### src/rtl/data_regfile_stage.sv
// Register file with write-back mux, optional same-edge bypass and zero register,
// feeding registered A/B operands and an extended immediate to the ALU.
module data_regfile_stage #(
  parameter int unsigned DATA_W   = 16,
  parameter int unsigned ADDR_W   = 3,
  parameter int unsigned IMM_IN_W = 8,
  parameter bit          BYPASS   = 1'b1,
  parameter bit          R0_ZERO  = 1'b1
) (
  input  logic                CLK,
  input  logic                RST,
  input  logic [ADDR_W-1:0]   input_reg_readA_address,
  input  logic [ADDR_W-1:0]   input_reg_readB_address,
  input  logic                input_reg_write,
  input  logic [ADDR_W-1:0]   input_reg_write_address,
  input  logic [1:0]          wb_sel,
  input  logic [DATA_W-1:0]   input_ALUOut,
  input  logic [DATA_W-1:0]   input_MDR,
  input  logic [DATA_W-1:0]   input_link,
  input  logic [IMM_IN_W-1:0] input_imm,
  input  logic                imm_signed,
  input  logic                input_branch,
  input  logic                hold,
  output logic [DATA_W-1:0]   output_reg_A,
  output logic [DATA_W-1:0]   output_reg_B,
  output logic [DATA_W-1:0]   output_imm
);

  localparam int unsigned NREGS = 1 << ADDR_W;

  logic [DATA_W-1:0] regs_q [NREGS];
  logic [DATA_W-1:0] regs_d [NREGS];
  logic [DATA_W-1:0] a_q, a_d, b_q, b_d, imm_q, imm_d;
  logic [DATA_W-1:0] wdata;
  logic              wr_en;
  logic [DATA_W-1:0] imm_zx, imm_ext;

  always_comb begin
    wdata = input_ALUOut;
    unique case (wb_sel)
      2'b00:   wdata = input_ALUOut;
      2'b01:   wdata = input_MDR;
      2'b10:   wdata = input_link;
      default: wdata = '0;
    endcase
  end

  // Reserved select and writes to the hardwired zero register never commit.
  assign wr_en = input_reg_write && (wb_sel != 2'b11) &&
                 !(R0_ZERO && (input_reg_write_address == '0));

  always_comb begin
    regs_d = regs_q;
    if (wr_en) begin
      regs_d[input_reg_write_address] = wdata;
    end
  end

  function automatic logic [DATA_W-1:0] read_port(input logic [ADDR_W-1:0] addr);
    if (R0_ZERO && (addr == '0)) begin
      return '0;
    end else if (BYPASS && wr_en && (addr == input_reg_write_address)) begin
      return wdata;
    end else begin
      return regs_q[addr];
    end
  endfunction

  // Fill mask covers bits above the raw field; empty when widths match.
  always_comb begin
    imm_zx  = DATA_W'(input_imm);
    imm_ext = imm_zx;
    if (imm_signed && input_imm[IMM_IN_W-1]) begin
      imm_ext = imm_zx | ~((DATA_W'(1) << IMM_IN_W) - DATA_W'(1));
    end
    if (input_branch) begin
      imm_ext = imm_ext << 1;
    end
  end

  always_comb begin
    a_d   = a_q;
    b_d   = b_q;
    imm_d = imm_q;
    if (!hold) begin
      a_d   = read_port(input_reg_readA_address);
      b_d   = read_port(input_reg_readB_address);
      imm_d = imm_ext;
    end
  end

  always_ff @(posedge CLK or posedge RST) begin
    if (RST) begin
      for (int unsigned i = 0; i < NREGS; i++) begin
        regs_q[i] <= '0;
      end
      a_q   <= '0;
      b_q   <= '0;
      imm_q <= '0;
    end else begin
      regs_q <= regs_d;
      a_q    <= a_d;
      b_q    <= b_d;
      imm_q  <= imm_d;
    end
  end

  assign output_reg_A = a_q;
  assign output_reg_B = b_q;
  assign output_imm   = imm_q;

endmodule

### config.mk
export PLATFORM = sky130hd
export DESIGN_NAME = data_regfile_stage
export DESIGN_NICKNAME = d
export VERILOG_FILES = /design/src/rtl/data_regfile_stage.sv
export SDC_FILE = /design/constraint.sdc
export NUM_CORES = 1
export LEC_CHECK = 0
export ABC_CLOCK_PERIOD_IN_PS = 8200
export CAP_MARGIN = 10
export CORE_MARGIN = 2
export CORE_UTILIZATION = 35
export DETAILED_ROUTE_END_ITERATION = 10
export RECOVER_POWER = 100
export SLEW_MARGIN = 20
export SYNTH_ARGS = -nofsm -noshare
export SYNTH_HDL_FRONTEND = slang
export SYNTH_SLANG_ARGS = --single-unit
### constraint.sdc
create_clock -name CLK -period 8.2 [get_ports CLK]
set_input_delay 1.23 -clock CLK [delete_from_list [all_inputs] [get_ports CLK]]
set_output_delay 1.23 -clock CLK [all_outputs]
set_load 0.05 [all_outputs]
==> results.cfg, run 1 <==
[synth]
avgSynthCellArea_um2 = 11.4
synth.cell_area_um2 = 8550
synth_xor_area_share_pct = 0.615
yosysSeqAreaShare_pct = 49.8
synth_compound_area_share_pct = 12.5
synth_top_family_by_area = multiplexers
synth_warnings = 0
syn_inst = 749
synth_fa_ha_area_share_pct = 0
ys_ff_latch = 170
synth.distinct_cells = 29
synthSimpleGateAreaFrac_pct = 8.74
syn_nets = 822
synth.mux.area_fraction_pct = 23.8

[power_and_ir_drop]
switching_power_mw = 0.832
p_seq_share_pct = 41.7
irDropWorstVdd_mv = 0.135
power_frac_clock_pct = 33.1
combPwrFrac_pct = 25.2
intPower_mw = 1.85
p_leak_nw = 4.45
power_density_nw_per_um2 = 257
p_sw_share_pct = 31.0

[floorplan]
die_h_um = 160
dieArea_um2 = 25700
start_util_pct = 35.4
core-area_um2 = 24200
die_w_um = 160
rows = 57
pin_count = 121

[cts]
clk_path_buf_depth = 2
cts_resized = 0
clock_latency_ns = 0.43
clock_sinks = 170
postCtsSetupBuffers = 0
cts_root_buf = clkbuf_16
htreeDepth = 4
path_clk_slew_ns = 0.06
cts_tree = yes
cts_hold_buf = 0
cts-buffers-inserted = 17

[sta]
fin_crit_sh_pct = 60.0
setup_viol = 0
report.final.slew_viol_count = 192
fin_crit_ns = 4.92
worst_pin_slew_ns = 4.51
rsz0062_at_grt = no
slew_headroom_pct = -202
max_clock_freq_mhz = 203
whs_ns = 0.393
hold_violations = 0
clock-skew-final_ns = 0.00464
fin_setup_tns_ns = 0

[setup_path]
critPathLaunchType = input port
reg2reg_to = output_reg_A[13]$_DFFE_PP0N_
rr_startpoint = regs_q[13]$_DFFE_PP0P_
crit_fanout = 101
reg2reg_depth = 3
crit_type = in -> async
end_kind = asynchronous set/reset pin
required_ns = 8.64
ff2ff_setup_slack_ns = 6.84
cp.arrival_ns = 5.36
critPathLaunch = RST

[place]
dp_hpwl_mm = 14.6
gp_congestion = 0.765
dp_cells = 1124
io_buffers = 120

[cells_and_area]
layout-drive-gt1-share_pct = 13.3
num-fill-cells = 2297
mostFrequentLayoutCell = dfrtp_1
multi_input_area_um2 = 3840
synthToLayoutAreaGrowth_pct = 22.3
instances_no_fill = 1156
regArea_um2 = 4250
fin_util_pct = 43.3
nets = 892
diodes = 0
layout_common_cells = 170 x dfrtp_1, 107 x nand2_1, 75 x o21ai_0, 67 x clkdlybuf4s50_1, 64 x mux4_2

[global_routing]
grt.total_usage_pct = 18.6
antenna_found_initial = 0
first_global_vias = 6231
grt_max_degree = 102
grt_pass1_wl_mm = 36.3
grt_overflow = 0

[route]
routed_wl_mm = 22.8
first_iter_violations = 437
avgViaCountPerCell = 5.29
via_count = 6115
ant_nets = 0
post_drt_wl_per_cell_um = 19.7
route.detailed.drc = 0
drt_pass1_iterations = 4

[min_path]
min_from = regs_q[117]$_DFFE_PP0P_
hold_class = reg -> reg
hold_end = regs_q[117]$_DFFE_PP0P_
holdPathStages = 0

[run_status]
status = complete, but fails checks
violations = max-capacitance violations, max-slew violations

[run]
cap_violations = 3
==> how the worst max path moves through the flow <==
stage	end	slack, ns
after floorplan	output_imm[0]$_DFFE_PP0N_	2.37
after global placement	output_reg_A[9]$_DFFE_PP0N_	4.40
after detailed placement	output_reg_B[10]$_DFFE_PP0N_	4.35
after CTS	output_reg_A[8]$_DFFE_PP0N_	4.77
after global routing	regs_q[104]$_DFFE_PP0P_	2.47
final	regs_q[53]$_DFFE_PP0P_	3.28
==> registers in the layout (all words and copies together) (netlist names) <==
name,flops
output_imm,10
output_reg_A,16
output_reg_B,16
regs_q,128
==> logic make-up (layout without fill, tap and decap cells) <==
logic type                after synthesis  count (layout)
and+or+nand+nor                       187             187
xor gates and xnor gates                6               6
buffers and inverters                  91             174
DFF                                   170             170
AOI/OAI and AO/OA                     172             172
muxes                                 123             123
==> Yosys cell counts <==
master / number / area (µm²)
dfrtp_1: 170 / 4250
nand2_1: 107 / 402
o21ai_0: 75 / 375
clkbuf_1: 65 / 244
mux4_2: 64 / 1440
nor2_1: 63 / 236
a21oi_1: 60 / 300
mux2i_1: 58 / 581
o221ai_1: 22 / 193
buf_2: 13 / 65.1
o221ai_2: 10 / 150
buf_4: 6 / 45.0
xnor2_1: 6 / 52.6
nand3_1: 5 / 25.0
inv_1: 4 / 15.0
nor2b_1: 3 / 18.8
and3b_1: 2 / 17.5
buf_6: 2 / 22.5
nor3_1: 2 / 10.0
o21ai_1: 2 / 10.0
or4_1: 2 / 15.0
a21boi_4: 1 / 18.8
a21o_1: 1 / 7.51
and4b_1: 1 / 10.0
clkbuf_2: 1 / 5.00
mux2_2: 1 / 11.3
nand2b_1: 1 / 6.26
nand4_1: 1 / 6.26
o31ai_2: 1 / 12.5
==> cell type report <==
cell class | instances | area share (%)
Sequential cell | 170 | 40.7
Inverter | 4 | 0.156
Multi-Input combinational cell | 488 | 36.8
Tap cell | 324 | 3.88
Clock inverter | 12 | 1.87
Clock buffer | 20 | 4.37
Timing Repair Buffer | 138 | 12.3
==> stage by stage <==
stage | total power, mW | area (µm²) | setup slack [ns]
2_1_floorplan | 1.60 | 8550 | 2.37
5_1_grt | 2.81 | 10500 | 2.47
3_3_place_gp | 1.82 | 9910 | 4.40
4_1_cts | 2.73 | 10600 | 4.77
6_report | 2.69 | 10500 | 3.28
3_5_place_dp | 1.84 | 9910 | 4.35
==> critical path: stages <==
cell and delay [ns]:
dlygate4sd3_1 0.55, clkinvlp_2 2.47, buf_4 1.01
==> per-layer routing <==
layer  global-route usage (%)  wire (µm)  vias up
met5                        0          0        -
li1                         -          -     2837
met4                     5.53        304        0
met3                     3.59        960       24
met1                     26.0      10700     3105
met2                     29.5      10900      149
==> power by group through the flow <==
stage                     Combinational (mW)  Clock [mW]  Sequential (mW)
after floorplan                        0.365           0             1.24
after global placement                 0.696           0             1.13
after detailed placement               0.706           0             1.13
after CTS                              0.708       0.903             1.12
after global routing                   0.737       0.933             1.14
final                                  0.677       0.890             1.12
Note: power is estimated with default switching activity, not from simulation.
==> run 2: changes to the inputs <==
Settings changed: ABC_CLOCK_PERIOD_IN_PS 8200 to 5000.
Clock period 8.2 ns to 5 ns, I/O delays scaled along.
==> results.cfg, run 2 (synthesized netlist as in run 1, its figures left out) <==
[run_status]
status = complete, but fails checks
violations = max-capacitance violations, max-slew violations

[cells_and_area]
layout_common_cells = 170 x dfrtp_1, 107 x nand2_1, 75 x o21ai_0, 68 x clkdlybuf4s50_1, 64 x mux4_2
largest_register_ffs = 128
diodes = 0
instances_no_fill = 1159
num-fill-cells = 2249
top_register = regs_q
synthToLayoutAreaGrowth_pct = 23.1
layout-drive-gt1-share_pct = 14.9
nets = 895
mostFrequentLayoutCell = dfrtp_1
final_area_um2 = 10500

[global_routing]
grt.total_usage_pct = 18.7
grt_pass1_wl_mm = 36.6
use_met1_pct = 25.4
first_global_vias = 6266
met3_usage_pct = 3.80
grt_overflow = 0
grt_max_degree = 114
antenna_found_initial = 0
busiest_layer = met2
grt_use_met2_pct = 30.4

[setup_path]
cp.arrival_ns = 4.12
required_ns = 5.32
ff2ff_setup_slack_ns = 3.59
crit_type = in -> reg
critPathLaunchType = input port
crit_fanout = 19
end_kind = flop

[power_and_ir_drop]
p_sw_share_pct = 31.4
irDropWorstVdd_mv = 0.203
power_density_nw_per_um2 = 417
power_frac_clock_pct = 32.6
p_leak_nw = 4.48
p_seq_share_pct = 41.8
switching_power_mw = 1.38
intPower_mw = 3.01
combPwrFrac_pct = 25.6

[floorplan]
core-area_um2 = 24200
die_h_um = 160
die_w_um = 160
pin_count = 121
start_util_pct = 35.4
rows = 57
dieArea_um2 = 25700

[cts]
path_clk_slew_ns = 0.06
cts_tree = yes
cts_hold_buf = 0
cts_root_buf = clkbuf_16
clk_path_buf_depth = 2
clock_sinks = 170
postCtsSetupBuffers = 0
htreeDepth = 4
cts_resized = 0
clock_latency_ns = 0.42
cts-buffers-inserted = 17

[run]
cap_violations = 2

[route]
route.detailed.drc = 0
post_drt_wl_per_cell_um = 20.0
ant_nets = 0
routed_wl_mm = 23.2
first_iter_violations = 449
via_count = 6151
avgViaCountPerCell = 5.31
drt_pass1_iterations = 5

[place]
gp_congestion = 0.748
dp_cells = 1127
place_area_um2 = 9940
dp_hpwl_mm = 14.8
io_buffers = 120

[sta]
fin_setup_tns_ns = 0
setup_viol = 0
clock-skew-final_ns = 0.00773
hold_violations = 0
slew_headroom_pct = -85.2
fin_crit_ns = 3.80
rsz0062_at_grt = no
max_clock_freq_mhz = 263
report.final.slew_viol_count = 151
fin_crit_sh_pct = 75.9
worst_pin_slew_ns = 2.78

[min_path]
hold_class = reg -> reg
==> run 2: final timing paths <==
kind,from,to,cells after the start
worst max-delay path,wb_sel[1],output_reg_A[8]$_DFFE_PP0N_,6
worst min-delay path,regs_q[114]$_DFFE_PP0P_,regs_q[114]$_DFFE_PP0P_,0
worst max register to register,regs_q[14]$_DFFE_PP0P_,output_reg_A[14]$_DFFE_PP0N_,3
worst min register to register,regs_q[114]$_DFFE_PP0P_,regs_q[114]$_DFFE_PP0P_,0
max in group asynchronous,RST,regs_q[123]$_DFFE_PP0P_,3
min in group asynchronous,RST,output_reg_A[13]$_DFFE_PP0N_,2
==> run 2: layout make-up <==
class	instances	area, µm²	share of cell area (%)
inverters	4	16.3	0.155
clock inverters	11	168	1.59
multi-input cells	488	3900	37.1
repair buffers	141	1310	12.4
clock buffers	21	470	4.47
well taps	324	405	3.85
flip-flops and latches	170	4250	40.4
==> run 2: metal layers <==
| metal | routed length, µm | up-vias |
|---|---|---|
| met5 | 0 | - |
| met4 | 438 | 0 |
| li1 | - | 2850 |
| met1 | 10300 | 3108 |
| met3 | 1030 | 22 |
| met2 | 11300 | 171 |
==> run 2: power by group through the flow <==
stage                     logic [mW]  registers, mW  clock network (mW)
after floorplan                0.600           2.03                   0
after global placement          1.14           1.85                   0
after detailed placement        1.16           1.86                   0
after CTS                       1.17           1.83                1.45
after global routing            1.22           1.87                1.52
final                           1.12           1.83                1.43
==> run 2: worst max-delay path: stages <==
cell and delay (ns):
dlygate4sd3_1 0.52, clkbuf_1 0.97, nor2b_1 0.46, clkbuf_1 0.63
a21oi_1 0.47, o221ai_1 0.30
==> run 2: through the flow <==
stage	setup slack (ns)	hold WS [ns]	power [mW]	utilization, %
after detailed placement	1.53	0.383	3.02	41.1
after floorplan	2.08	0.441	2.63	-
after CTS	2.00	0.398	4.45	43.7
after global placement	1.60	0.377	2.99	41.1
after global routing	0.929	0.419	4.60	43.5
final	1.20	0.400	4.39	43.5
